--- config.mk ---
export PLATFORM = sky130hd
export DESIGN_NAME = rx_word_fifo
export DESIGN_NICKNAME = d
export VERILOG_FILES = /design/src/rtl/rx_word_fifo.sv
export SDC_FILE = /design/constraint.sdc
export NUM_CORES = 1
export LEC_CHECK = 0
export CAP_MARGIN = 5
export CORE_MARGIN = 2
export CORE_UTILIZATION = 40
export DETAILED_ROUTE_END_ITERATION = 10
export SLEW_MARGIN = 20
export SYNTH_ARGS = -nofsm -noshare
export SYNTH_HDL_FRONTEND = slang
export SYNTH_SLANG_ARGS = --single-unit
--- constraint.sdc ---
create_clock -name clk_f -period 4.1 [get_ports clk_f]
set_input_delay 0.41 -clock clk_f [delete_from_list [all_inputs] [get_ports clk_f]]
set_output_delay 0.41 -clock clk_f [all_outputs]
set_load 0.05 [all_outputs]
--- src/rtl/rx_word_fifo.sv ---
// rx_word_fifo: receive-side elastic buffer between the PHY reception path
// and the link/transaction layer. Circular DEPTH x 32 register array with a
// separate occupancy counter that drives every status flag.
//
// Handshake semantics:
//   - Producer side: valid_in is a push request with no ready return. A push is
//     accepted when the buffer is not full, or when it is full and pop is
//     accepted in the same cycle. A push into a full buffer without a pop is
//     dropped and sets the sticky overflow_err. The producer is expected to
//     throttle on full/almost_full.
//   - Consumer side: pop is a read request. A pop is accepted only when the
//     buffer is not empty. An accepted pop loads data_out on that edge and
//     raises valid_out for exactly the following cycle. There is no
//     fall-through: a word pushed into an empty buffer cannot be popped in the
//     same cycle.
module rx_word_fifo #(
  parameter int DEPTH    = 8,
  parameter int AF_LEVEL = 6,
  parameter int AE_LEVEL = 2
) (
  input  logic                     clk_f,
  input  logic                     reset,
  input  logic [31:0]              data_in,
  input  logic                     valid_in,
  input  logic                     pop,
  output logic [31:0]              data_out,
  output logic                     valid_out,
  output logic                     empty,
  output logic                     full,
  output logic                     almost_empty,
  output logic                     almost_full,
  output logic                     overflow_err,
  output logic [$clog2(DEPTH):0]   count
);

  localparam int AW = $clog2(DEPTH);
  localparam int CW = AW + 1;

  logic [31:0]   r_mem [DEPTH];
  logic [AW-1:0] r_wr_ptr;
  logic [AW-1:0] r_rd_ptr;
  logic [CW-1:0] r_count;
  logic [31:0]   r_data_out;
  logic          r_valid_out;
  logic          r_overflow;

  logic          w_empty;
  logic          w_full;
  logic          w_push;
  logic          w_pop;
  logic          w_drop;

  // Decode flags from the registered count and qualify push/pop requests.
  always_comb begin
    w_empty = (r_count == '0);
    w_full  = (r_count == CW'(DEPTH));
    w_pop   = pop && !w_empty;
    // At full, a push is only accepted when a pop frees a slot in the same cycle.
    w_push  = valid_in && (!w_full || w_pop);
    w_drop  = valid_in && w_full && !w_pop;
  end

  // Storage array write; contents are not reset since they are don't-care.
  always_ff @(posedge clk_f) begin
    if (w_push) begin
      r_mem[r_wr_ptr] <= data_in;
    end
  end

  // Pointers, occupancy, read register and sticky overflow.
  always_ff @(posedge clk_f or negedge reset) begin
    if (!reset) begin
      r_wr_ptr    <= '0;
      r_rd_ptr    <= '0;
      r_count     <= '0;
      r_data_out  <= '0;
      r_valid_out <= 1'b0;
      r_overflow  <= 1'b0;
    end else begin
      r_valid_out <= w_pop;
      if (w_push) begin
        // Pointer width equals log2(DEPTH), so the increment wraps modulo DEPTH.
        r_wr_ptr <= r_wr_ptr + AW'(1);
      end
      if (w_pop) begin
        r_data_out <= r_mem[r_rd_ptr];
        r_rd_ptr   <= r_rd_ptr + AW'(1);
      end
      if (w_drop) begin
        r_overflow <= 1'b1;
      end
      case ({w_push, w_pop})
        2'b10:   r_count <= r_count + CW'(1);
        2'b01:   r_count <= r_count - CW'(1);
        default: r_count <= r_count;
      endcase
    end
  end

  // Output drive: all status flags come from the count register.
  always_comb begin
    data_out     = r_data_out;
    valid_out    = r_valid_out;
    count        = r_count;
    empty        = w_empty;
    full         = w_full;
    almost_empty = (r_count <= CW'(AE_LEVEL));
    almost_full  = (r_count >= CW'(AF_LEVEL));
    overflow_err = r_overflow;
  end

endmodule

# After elaboration in Yosys (flattened, before gate mapping)
# Memory sizes are Yosys's and may differ from the RTL's. A register that Yosys moved wholly into a read port is not among the register bits.
# Index checks and enable logic that the tools add are counted.
word_totals:
  ff_bits: 12
  ram_bits: 256
  input_bits: 36
  output_inout_bits: 42
  elab_cells: 29
  n_memories: 1
memory_table:
  columns: ["name", "depth", "word_bits", "read_ports", "rd_clocked_by_memory_dff", "wr", "line_no", "rtl"]
  rows:
  - ["r_mem", 8, 32, 1, 1, 1, "39", "logic [31:0] r_mem [DEPTH];"]
op_classes:
  add_sub_neg: 4
  order_cmp: 2
  eq_ne: 3
  n_mux: 3
  reduce_logical: 11
op_table:
  columns: ["cell", "n"]
  rows:
  - ["one-hot mux 4 bit (2 select lines)", 1]
  - ["adder 3 x 1 -> 3 bit (second input constant)", 2]
  - ["adder 4 x 1 -> 4 bit (second input constant)", 1]
  - ["== test 4 bit (second input constant)", 1]
  - ["greater-or-equal comparator 4 x 3 -> 1 bit (second input constant)", 1]
  - ["<= comparator 4 x 2 -> 1 bit (second input constant)", 1]
  - ["logical AND 1 bit", 4]
  - ["zero test 1 bit", 4]
  - ["zero test 4 bit", 1]
  - ["subtractor 4 x 1 -> 4 bit (second input constant)", 1]
  - ["== test 2 x 1 -> 1 bit (second input constant)", 1]
  - ["== test 2 bit (second input constant)", 1]
  - ["two-way mux 1 bit", 2]
  - ["nonzero test 2 bit", 1]
  - ["logical OR 1 bit", 1]

# Longest topological paths before layout
depth:
  ltp_word: 7
  ltp_mapped: 9
  depth_no_buf: 8

# Least setup slack after synthesis
# No wires, ideal clock.
synth_timing:
  path_type: "reg2reg"
  from: "register r_count[2], in the netlist count[2]"
  to: "memory r_mem[1][0], enable pin"
  setup_ps: 461
  t_arrival_ps: 3617
  required_time_ps: 3639
  setup_slack_ps: 22
  path_stages_with_launch: 6
  n_path_buf: 2
  period_less_slack_ps: 4078
  path_cell_list: "dfrtp_1 -> buf_2 -> or3_1 -> clkbuf_1 -> o211ai_1 -> nor3_1"
synth_via:
  elab_chain_len: 7
  elab_cells_between_ends: 9
  classes_between: "1 x eq/ne; 2 x mux; 6 x reduce/logical"
synth_lines:
  columns: ["item", "line_no", "rtl"]
  rows:
  - ["start: declaration", "42", "logic [CW-1:0] r_count;"]
  - ["start signal: assignment", "93", "2'b10: r_count <= r_count + CW'(1);"]
  - ["start signal: assignment", "94", "2'b01: r_count <= r_count - CW'(1);"]
  - ["start signal: assignment", "95", "default: r_count <= r_count;"]
  - ["zero test 4 bit", "55", "w_empty = (r_count == '0);"]
  - ["zero test 1 bit", "57", "w_pop = pop && !w_empty;"]
  - ["logical AND 1 bit", "57", null]
  - ["logical OR 1 bit *", "59", "w_push = valid_in && (!w_full || w_pop);"]
  - ["logical AND 1 bit *", "59", null]
  - ["two-way mux 1 bit *", "65", "if (w_push) begin"]
  - ["two-way mux 1 bit (not written as such) *", "66", "r_mem[r_wr_ptr] <= data_in;"]
  - ["end: declaration", "39", null]
# Mark *: on every way between the ends. The rest lies on a longest branch, timed or not.

# Final worst setup path
layout_timing:
  from: "register r_count[1], in the netlist count[1]"
  to: "output port full"
layout_via:
  elab_chain_len: 1
layout_lines:
  columns: ["item", "line_no", "rtl"]
  rows:
  - ["== test 4 bit", "56", "w_full = (r_count == CW'(DEPTH));"]
  - ["end: declaration", "29", "output logic full,"]
# Every way passes these cells.

==> out/results.env <==
GRT_SETUP_UNREPAIRED='false'
DIE-HEIGHT_UM=175
POWER_PER_CELL_AREA_nW_PER_UM2=745
POSTCTSHOLDBUFS=0
TIMING_HOLD_VIOLATIONS_FINAL=0
POST_ROUTE_CELLS_DRIVE_ABOVE_1_SHARE_PCT=18.8
GRT_ANTENNA_BEFORE_REPAIR=0
CLOCK_TREE.HTREE_LEVEL_COUNT=1
CORE_UM2=28700
WORST_SETUP_PATH_START_KIND='register'
NUMBER_OF_BUFFERS_CREATED_BY_CTS=31
FILL_CELLS=2421
MOSTFREQUENTLAYOUTCELL='edfxtp_1'
SYNTH-SEQ-CELLS=300
TIMING.CRITICAL_PATH.REQUIRED_PS=3690
CLOCK-ROOT-BUFFER='clkbuf_16'
FINALCRITICALPERIOD_PS=3000
PATH_CLK_SLEW_PS=60
SYNTHARSTFLOPSHARE_PCT=14.7
SETUP_CRIT_END_KIND='output port'
AVGSYNTHCELLAREA_UM2=17.6
FIN_UTIL_PCT=48.4
WORST_IR_DROP_VDD_V=0.000293
FIRST_GLOBAL_VIAS=6344
SYNTH_ENABLE_FLOP_CELLS=256
TOTAL_ROUTING_USAGE_REPORTED_BY_GLOBAL_ROUTING_PCT=15.5
VIASPERCELL=5.25
SYN_INST=661
ANTENNA-DIODE-COUNT=0
CRITICAL_PATH_PEAK_FANOUT=12
RUN_STATUS='complete, no violations'
FINAL-SETUP-VIOL-COUNT=0
SKEW_PS=7.58
DRT_PASS_1_ITERS=5
CTS_TREE='done'
DRT-WIRELENGTH-PER-CELL_UM=20.3
DIE_W_UM=175
DP_HPWL_UM=12900
POST-PLACE-CELLS=1097
WORST-SETUP-PATH-TYPE='register to output port'
PATH_CATEGORY_OF_THE_WORST_MIN_DELAY_CHECK='input port to async pin'
ROUTE.ANTENNA.REMAINING_NETS=0
CLOCK_PATH_BUFFERS=3
GR-TOTAL-OVERFLOW=0
LATER_PIN_CLOCK_LATENCY_IN_THE_SKEW_REPORT_PS=540
MAX_CAPACITANCE_VIOLATION_COUNT=0
PLACEMENT_ROWS=62
FIN_CRIT_SH_PCT=73.3
WL_UM=23500
SYNTH_CELL_TYPES=37
SYNTH.CELL_AREA_UM2=11600
NUMBER_OF_VIAS_AFTER_DETAILED_ROUTING=6053
SYNTH_FLOP_CELL='edfxtp_1'
DETAILEDROUTE.FIRSTITERATIONVIOLATIONS=434
GRT_PASS1_WL_UM=36400
PORT_BUFFERS=77
START_UTIL_PCT=40.5
TIGHTEST_SLEW_PS=1030
PLACE.GP.CONGESTION=0.743
LARGEST_NET_DEGREE_AT_THE_START_OF_GLOBAL_ROUTING=68
AREA_DELTA_SYNTH_FINAL_PCT=19.3
CLKSINKCOUNT=300
SYNTH.YOSYS.SEQ_AREA_SHARE_PCT=75.6
MAX_FREQ_MHz=333
PATH_CELLS='or4b_1, inv_1, clkdlybuf4s50_1'
DRT_DRC_VIOLATIONS_LEFT=0
POST_LAYOUT_NONFILLER_INSTANCES=1154
FINAL-MAX-SLEW-VIOLATION-COUNT=0
WORST_PATH_LARGEST_CELL_DELAY_PS=800
CP.ARRIVAL_PS=2590
DESIGN_POWER_TOTAL_uW=10300
POST_CTS_BUFFERS=0
PIN_COUNT=78
CTS_REPAIR_RESIZE_COUNT=0
SYNTH.NET_COUNT=700
FIN_SETUP_TNS_PS=0
SYNTH.YOSYS.WARNINGS=0
FP.DIEAREA_UM2=30500
P_LEAK_uW=0.00486
CRIT_SLOWEST_CELL='clkdlybuf4s50_1'
LAYOUT.CELLS.MOST_COMMON_LIST='256 x edfxtp_1, 76 x clkdlybuf4s50_1, 66 x mux2i_1'
MAXSLEWHEADROOM_PCT=31.2
NNETSFINAL=785
==> sequential cells by signal, indices dropped and copies added (netlist names) <==
| signal | count |
|---|---|
| count | 4 |
| r_wr_ptr | 3 |
| overflow_err | 1 |
| data_out | 32 |
| r_mem | 256 |
| valid_out | 1 |
| r_rd_ptr | 3 |
==> worst max-delay path: cells and delay by family, from the launching register on <==
kind          cells  cell delay, ps
buf+inv           2             920
simple gates      1             610
flops             1             530
==> power breakdown <==
part / internal (µW) / switching [µW]
Clock: 1620 / 1080
Sequential: 3930 / 371
Combinational: 1290 / 2050
Total: 6840 / 3510
==> through the flow <==
step                hold WS (ps)  instance area, µm²  setup slack (ps)
global route                84.7               13900              1010
detailed placement           470               12900              1100
floorplan                    114               11600              22.0
global placement             472               12900              1160
finish                      26.9               13900              1100
CTS                         49.1               13900              1090
==> final cells by class <==
| type | instances | area, µm² | share of cell area, % |
|---|---|---|---|
| Clock buffer | 44 | 885 | 6.37 |
| Tap cell | 384 | 480 | 3.46 |
| Timing Repair Buffer | 91 | 883 | 6.36 |
| Sequential cell | 300 | 8790 | 63.3 |
| Multi-Input combinational cell | 316 | 2690 | 19.4 |
| Clock inverter | 13 | 125 | 0.901 |
| Inverter | 6 | 22.5 | 0.162 |
==> kinds of logic (layout without fill, tap and decap cells) <==
family / count (synthesis) / count (layout) / share of synthesized area [%]
buffers and inverters: 45 / 154 / 1.91
adder cells (fa/ha/maj): 3 / 3 / 0.323
AND/OR/NAND/NOR: 61 / 61 / 2.30
XOR/XNOR: 5 / 5 / 0.376
multiplexers: 131 / 131 / 12.0
flip-flops: 300 / 300 / 75.6
AO/OA/AOI/OAI: 116 / 116 / 7.55
==> per-layer routing <==
metal	share of wire, %	track usage [%]	vias up
met1	45	20.9	3096
li1	-	-	2784
met2	49	26.6	133
met4	2.0	4.48	0
met3	3.6	2.06	40
met5	0	0	-
==> cell usage after synthesis (2+ instances only) <==
library cell	n	area, µm²
a21oi_1	5	25.0
a22o_1	32	280
buf_2	10	50.1
buf_4	9	67.6
clkbuf_1	18	67.6
clkbuf_4	2	15.0
dfrtp_1	44	1100
edfxtp_1	256	7690
ha_1	3	37.5
inv_1	5	18.8
mux2_2	65	732
mux2i_1	66	661
nand2_1	40	150
nand2b_1	4	25.0
nor2_1	8	30.0
nor3_1	3	15.0
o211ai_1	3	22.5
o22ai_1	33	206
o31ai_1	33	248
xnor2_1	5	43.8
==> worst paths after layout <==
path | start | to | slack, ps | cells after the start
max | count[1]$_DFFE_PN0P_ | full | 1100 | 3
max in group asynchronous | reset | r_rd_ptr[0]$_DFFE_PN0N_ | 3520 | 2
min in group clk_f | overflow_err$_DFFE_PN0P_ | overflow_err$_DFFE_PN0P_ | 470 | 1
min reg2reg | overflow_err$_DFFE_PN0P_ | overflow_err$_DFFE_PN0P_ | 470 | 1
max reg2reg | count[1]$_DFFE_PN0P_ | r_mem[3][7]$_DFFE_PP_ | 1520 | 4
min | reset | count[1]$_DFFE_PN0P_ | 30 | 2
No activity file was read; power rests on OpenSTA's default activity.
